==> src/rtl/router_pkt_tx.sv <==
// Packet builder: buffers a host payload, then sends header, payload and XOR parity
// to the router, honouring the router's busy stall on every transmitted byte.
//
// state   | meaning
// IDLE    | waiting for a start request; bad requests pulse err
// LOAD    | accepting payload bytes from the host into the buffer
// HEADER  | driving {payload_len, dest_addr} until the router accepts it
// PAYLOAD | streaming buffered bytes back-to-back
// PARITY  | driving the XOR parity byte with pkt_valid low
module router_pkt_tx (
    input  logic       clock,
    input  logic       resetn,
    input  logic       start,
    input  logic [1:0] dest_addr,
    input  logic [5:0] payload_len,
    input  logic [7:0] host_data,
    input  logic       host_valid,
    output logic       host_ready,
    input  logic       busy,
    output logic [7:0] data_out,
    output logic       pkt_valid,
    output logic       tx_active,
    output logic       done,
    output logic       err
);

    typedef enum logic [2:0] {
        IDLE,
        LOAD,
        HEADER,
        PAYLOAD,
        PARITY
    } state_t;

    state_t     state;
    logic [1:0] addr_q;
    logic [5:0] len_q;
    logic [5:0] wr_ptr;
    logic [5:0] rd_ptr;
    logic [7:0] parity;
    logic [7:0] header;
    logic [7:0] buffer [0:63];

    assign header     = {len_q, addr_q};
    assign host_ready = (state == LOAD);
    assign tx_active  = (state != IDLE);

    // Buffer has no reset: an aborted packet leaves stale bytes that are simply overwritten.
    always_ff @(posedge clock) begin
        if (resetn && state == LOAD && host_valid) begin
            buffer[wr_ptr] <= host_data;
        end
    end

    always_ff @(posedge clock) begin
        if (!resetn) begin
            state     <= IDLE;
            addr_q    <= 2'd0;
            len_q     <= 6'd0;
            wr_ptr    <= 6'd0;
            rd_ptr    <= 6'd0;
            parity    <= 8'd0;
            data_out  <= 8'd0;
            pkt_valid <= 1'b0;
            done      <= 1'b0;
            err       <= 1'b0;
        end else begin
            done <= 1'b0;
            err  <= 1'b0;
            unique case (state)
                IDLE: begin
                    if (start) begin
                        if (dest_addr != 2'd3 && payload_len != 6'd0) begin
                            addr_q <= dest_addr;
                            len_q  <= payload_len;
                            parity <= {payload_len, dest_addr};
                            wr_ptr <= 6'd0;
                            state  <= LOAD;
                        end else begin
                            err <= 1'b1;
                        end
                    end
                end
                LOAD: begin
                    if (host_valid) begin
                        parity <= parity ^ host_data;
                        wr_ptr <= wr_ptr + 6'd1;
                        if (wr_ptr == len_q - 6'd1) begin
                            state     <= HEADER;
                            data_out  <= header;
                            pkt_valid <= 1'b1;
                        end
                    end
                end
                HEADER: begin
                    if (!busy) begin
                        state    <= PAYLOAD;
                        data_out <= buffer[0];
                        rd_ptr   <= 6'd1;
                    end
                end
                PAYLOAD: begin
                    if (!busy) begin
                        if (rd_ptr < len_q) begin
                            data_out <= buffer[rd_ptr];
                            rd_ptr   <= rd_ptr + 6'd1;
                        end else begin
                            state     <= PARITY;
                            data_out  <= parity;
                            pkt_valid <= 1'b0;
                        end
                    end
                end
                PARITY: begin
                    if (!busy) begin
                        state    <= IDLE;
                        data_out <= 8'd0;
                        done     <= 1'b1;
                    end
                end
                default: state <= IDLE;
            endcase
        end
    end

endmodule
==> config.mk <==
export PLATFORM = sky130hd
export DESIGN_NAME = router_pkt_tx
export DESIGN_NICKNAME = d
export VERILOG_FILES = /design/src/rtl/router_pkt_tx.sv
export SDC_FILE = /design/constraint.sdc
export NUM_CORES = 1
export LEC_CHECK = 0
export CAP_MARGIN = 0
export CELL_PAD_IN_SITES_DETAIL_PLACEMENT = 1
export CELL_PAD_IN_SITES_GLOBAL_PLACEMENT = 1
export CORE_MARGIN = 3
export CORE_UTILIZATION = 61
export CTS_BUF_LIST = sky130_fd_sc_hd__clkbuf_8
export DETAILED_ROUTE_END_ITERATION = 6
export GPL_ROUTABILITY_DRIVEN = 0
export MAX_ROUTING_LAYER = met4
export PLACE_DENSITY_LB_ADDON = 0.15
export SYNTH_ARGS = -nofsm -noshare
export SYNTH_HDL_FRONTEND = slang
export SYNTH_SLANG_ARGS = --single-unit
==> constraint.sdc <==
create_clock -name clock -period 6.2 [get_ports clock]
set_input_delay 1.24 -clock clock [delete_from_list [all_inputs] [get_ports clock]]
set_output_delay 1.24 -clock clock [all_outputs]
set_load 0.005 [all_outputs]
After elaboration in Yosys (flattened, before gate mapping)
Memories as Yosys holds them, arrays and structs flattened. A register that Yosys moved wholly into a read port is not among the register bits. Index checks and enable logic that the tools add are counted.

Register bits after elaboration: 42. Memory bits (writable): 512. Input bits: 21. Output and inout bits: 13. Logic and storage cells: 88. Memories kept: 1.

Memories: buffer (words 64, bits a word 8, read ports 2, clocked after memory_dff 1, write ports 1, line 42) `logic [7:0] buffer [0:63];`.

Add/sub/neg operators: 3. Order comparisons: 1. Equality and inequality tests: 15. Multiplexer cells: 39. Bitwise gates (word level): 1. Reduce and logical (&&, ||, !) cells: 18.

Operators by type and width (number): 8-bit 2-to-1 mux (9); 6-bit 2-to-1 mux (8); 8-bit case mux with 4 select lines (1); 3-bit 2-to-1 mux (8); 6-bit case mux with 2 select lines (2); 2-bit != test, second input constant (9); 8-bit case mux with 2 select lines (1); 3-bit case mux with 5 select lines (1); 6-bit by 1-bit adder with 6-bit output, second input constant (2); 1-bit 2-to-1 mux (8); 4-bit AND reduction (2); 8-bit AND reduction (1); 8-bit XOR (1); 3-bit by 2-bit == test with 1-bit output, second input constant (2); 6-bit == test (1); 6-bit less-than comparator (1); 3-bit AND reduction (2); 6-bit AND reduction (1); 2-bit nonzero test (3); 6-bit nonzero test (1); 6-bit by 1-bit subtractor with 6-bit output, second input constant (1); 5-bit AND reduction (1); 4-bit nonzero test (1); 3-bit by 1-bit == test with 1-bit output, second input constant (1); other kinds (7) (9).

Longest topological paths before layout
Word-level depth: 6. Gate-level depth with buffers: 10. Mapped depth without buffers: 8.

Worst setup path after synthesis
OpenSTA, ideal clock, no wires.

Kind: input to register. Start: input host_valid. End: memory buffer[56][0], enable pin. Library setup time: 0.370 ns. Data arrival time: 2.341 ns. Required time: 5.830 ns. Setup slack: 3.489 ns. Cell stages on the path: 4. Path buffers: 0. Path through: and2_1 -> nor3b_2 -> nand2_1 -> nor2_1.

Longest elaborated chain between the ends: 3.

Ends and longest elaborated chain: start, declared (line 17) `input logic host_valid,`; 1-bit logical AND (line 50) `if (resetn && state == LOAD && host_valid) begin`; 1-bit 2-to-1 mux (line 50); 1-bit 2-to-1 mux (implied by the code) (line 51) `buffer[wr_ptr] <= host_data;`; end, declared (line 42).

Every way passes these cells.

Final worst setup path
Start: register state[0]. End: output host_ready.

Longest elaborated chain between the ends: 1.

Ends and longest elaborated chain: start, declared (line 35) `state_t state;`; start signal, assigned (line 57) `state <= IDLE;`; start signal, assigned (line 78) `state <= LOAD;`; start signal, assigned (line 89) `state <= HEADER;`; 3-bit by 1-bit == test with 1-bit output (line 45) `assign host_ready = (state == LOAD);`; end, declared (line 18) `output logic host_ready,`.

Every way passes these cells.

==> results.yml <==
outcome:
  status: "finished, final reports clean"
grt:
  grt_max_degree: 73
  grt_pass1_wl_um: 84550
  grt_use_total: 0.3104
  overflow: 0
  grt_pass1_vias: 12370
  antenna_found_initial: 0
synth:
  synthCells: 1196
  synth-edff-count: 512
  syn_area_per_cell_sq_um: 18.66
  async_flop_share: 0
  ys_ff_latch: 560
  ys_warn_count: 0
  ys_seq_area_frac: 0.7320
  syn_nets: 1225
  synth-main-ff-cell: "edfxtp_1"
  synth_area_sq_um: 22320
  synth_cell_type_count: 57
flow_run:
  drv_cap: 0
timing:
  whs_ns: 0.4742
  rsz0062_at_grt: "no"
  setup_ws_ns: 2.326
  clock_skew_ns: 0.03637
  tightest_slew_ns: 1.315
  finalCritPeriodShare: 0.6248
  max_clock_freq_mhz: 258.1
  period_minus_slack_ns: 3.874
  hold_viol: 0
  maxSlewViolCount: 0
  slew_headroom: 0.1204
  setup_viol: 0
  setup_tns_ns: 0
die:
  num_io_pins: 34
  core.rowCount: 69
  die_height_um: 197.3
  start_util: 0.6228
  dieArea_sq_um: 38910
  die_width_um: 197.3
  core_area_sq_um: 35830
clock_tree:
  numClockSinks: 560
  cts_resized: 0
  cts-root-buf: "clkbuf_8"
  htreeDepth: 3
  hold_buffers: 0
  tritoncts: "built"
  post_cts_buffers: 0
  clk_latency_ns: 0.66
  clkTransAtPathRegs_ns: 0.06
  cts_buffer_depth: 3
  cts_made_buffers: 86
min_path:
  hold_end: "pkt_valid$_SDFFE_PN0P_"
  worstHoldStart: "pkt_valid$_SDFFE_PN0P_"
  holdPathStages: 2
  worstHoldPathType: "flip-flop to flip-flop"
pwr:
  leakagePower_nw: 7.602
  power_density_nw_per_um2: 308.2
  worst_ir_drop_vdd_v: 0.0002451
  p_total_mw: 7.597
place:
  place_area_sq_um: 23020
  portBuffers: 33
  dp_worst_setup_slack_ns: 1.866
  dp.cells: 1639
  dpl.hpwl_um: 35090
final_layout:
  layout.nets: 1295
  seqCellArea_sq_um: 16340
  finalInstanceArea_sq_um: 24650
  multi_input_area_sq_um: 5639
  stdcell_count: 1797
  antenna_cells: 0
  layout-area-overhead-vs-synth_pct: 10.45
  num-fill-cells: 2937
  postLayoutCoreUtil: 0.6879
  drive_gt1_frac: 0.2126
critical_path:
  rr_endpoint: "buffer[24][2]$_DFFE_PP_"
  crit_chain: "or3b_1 -> inv_2 -> clkdlybuf4s50_1"
  end_kind: "primary output"
  path_class: "flip-flop to primary output"
  cp-start-kind: "flip-flop"
  worst-endpoint-required_ns: 4.96
  crit_arrival_ns: 2.63
  critical_path.top_delay_family: "buffers and inverters"
  path_max_fanout: 26
  max_stage_delay_ns: 0.73
  reg2reg_depth: 6
  reg2reg_from: "state[0]$_SDFFE_PN0P_"
  cp.buffers_inverters: 2
  r2r_setup_slack_ns: 2.42
  crit_path_top_delay_cell: "or3b_1"
drt:
  ant_nets: 0
  drc: 0
  drt-total-wl_um: 56390
  drtIter0Drc: 1574
  viasPerCell: 6.683
  via_count: 12010
  avgRoutedWirePerCell_um: 31.38
  first_pass_iters: 5
-- placed cells by master, fill, tap and decap left out, types with 4 or more instances in the layout --
master,instances
mux2i_1,40
xnor2_1,13
xor2_1,4
o21ai_0,10
bufinv_16,4
a22oi_1,56
ha_1,8
clkinv_2,11
clkbuf_8,89
nand3b_1,4
mux4_2,128
inv_1,39
buf_4,14
nand3_1,19
dfxtp_1,45
nor2b_1,5
clkdlybuf4s50_1,25
a221oi_1,10
a311oi_1,9
mux2_2,8
nor3b_1,8
a21oi_1,24
nand2_1,35
nor3_1,4
buf_2,7
and2_1,4
clkinv_1,22
nor2_1,128
edfxtp_1,512
-- flip-flops by register name, indices dropped and copies added, names as in the netlist, named ones only --
signal	flops
done	1
err	1
parity	8
wr_ptr	6
buffer	512
addr_q	2
data_out	8
rd_ptr	6
len_q	6
pkt_valid	1
state	3
-- worst max path at each step --
stage	slack, ns	depth (start not counted)	endpoint	startpoint
floorplan	3.49	4	buffer[56][0]$_DFFE_PP_	host_valid
global placement	2.05	6	buffer[8][4]$_DFFE_PP_	resetn
detailed placement	1.87	6	buffer[40][2]$_DFFE_PP_	resetn
CTS	2.32	3	host_ready	state[0]$_SDFFE_PN0P_
global route	2.19	3	host_ready	state[0]$_SDFFE_PN0P_
finish	2.33	3	host_ready	state[0]$_SDFFE_PN0P_
-- cell usage after synthesis, types with 2 or more instances --
| cell | instances | area, sq um |
|---|---|---|
| edfxtp_1 | 512 | 15370 |
| mux4_2 | 128 | 2883 |
| nor2_1 | 128 | 480.5 |
| a22oi_1 | 56 | 420.4 |
| dfxtp_1 | 48 | 960.9 |
| mux2i_1 | 40 | 400.4 |
| nand2_1 | 35 | 131.4 |
| buf_2 | 32 | 160.2 |
| clkbuf_1 | 25 | 93.84 |
| a21oi_1 | 24 | 120.1 |
| nand3_1 | 19 | 95.09 |
| xnor2_1 | 13 | 113.9 |
| inv_1 | 12 | 45.04 |
| a221oi_1 | 10 | 87.58 |
| o21ai_0 | 10 | 50.05 |
| a311oi_1 | 9 | 78.83 |
| ha_1 | 8 | 100.1 |
| mux2_2 | 8 | 90.09 |
| nor3b_1 | 8 | 60.06 |
| buf_1 | 6 | 22.52 |
| nor2b_1 | 5 | 31.28 |
| and2_1 | 4 | 25.02 |
| nand3b_1 | 4 | 30.03 |
| nor3_1 | 4 | 20.02 |
| xor2_1 | 4 | 35.03 |
| a211oi_1 | 2 | 15.01 |
| a21o_1 | 2 | 15.01 |
| and3_1 | 2 | 12.51 |
| buf_4 | 2 | 15.01 |
| nand3b_2 | 2 | 22.52 |
| nand4_1 | 2 | 12.51 |
| nor3b_2 | 2 | 25.02 |
| nor4_1 | 2 | 12.51 |
| nor4_4 | 2 | 42.54 |
| o211ai_1 | 2 | 15.01 |
| o31ai_1 | 2 | 15.01 |
| or3b_2 | 2 | 17.52 |
-- cells by family (layout without fill, tap and decap cells) --
| family | after synthesis | count (layout) | synth area share |
|---|---|---|---|
| compound gates | 129 | 129 | 0.04138 |
| xor+xnor | 18 | 18 | 0.007401 |
| fa+ha+maj | 8 | 8 | 0.004486 |
| buf+inv | 78 | 218 | 0.01525 |
| flops | 560 | 560 | 0.7320 |
| mux | 176 | 176 | 0.1512 |
| simple gates | 227 | 227 | 0.04828 |
-- power breakdown --
group          switching (mW)  internal (mW)  total (mW)  leakage, nW
Sequential             0.0559           4.16        4.21         4.99
Clock                    1.43           1.51        2.94        0.932
Combinational           0.284          0.157       0.441         1.68
-- area by class of cell --
cell class | count | share of cell area
Inverter | 13 | 0.001980
Clock inverter | 69 | 0.01635
Sequential cell | 560 | 0.6631
Timing Repair Buffer | 47 | 0.01665
Tap cell | 461 | 0.02340
Multi-Input combinational cell | 558 | 0.2288
Clock buffer | 89 | 0.04970
-- routing by layer --
layer / part of all wire / vias up / GRT usage / routed length, um
met4: 0.028 / 0 / 0.09161 / 1575
met2: 0.47 / 575 / 0.4556 / 26470
li1: - / 5001 / - / -
met1: 0.43 / 6343 / 0.4617 / 24160
met3: 0.074 / 91 / 0.05253 / 4186
met5: 0 / - / - / 0
-- tightest hold or removal path, delay by kind of cell (launching register included) --
kind / cells / cell delay [ns]
DFF: 1 / 0.31
AOI/OAI and AO/OA: 2 / 0.12
Power figures use the tool's default switching activity.
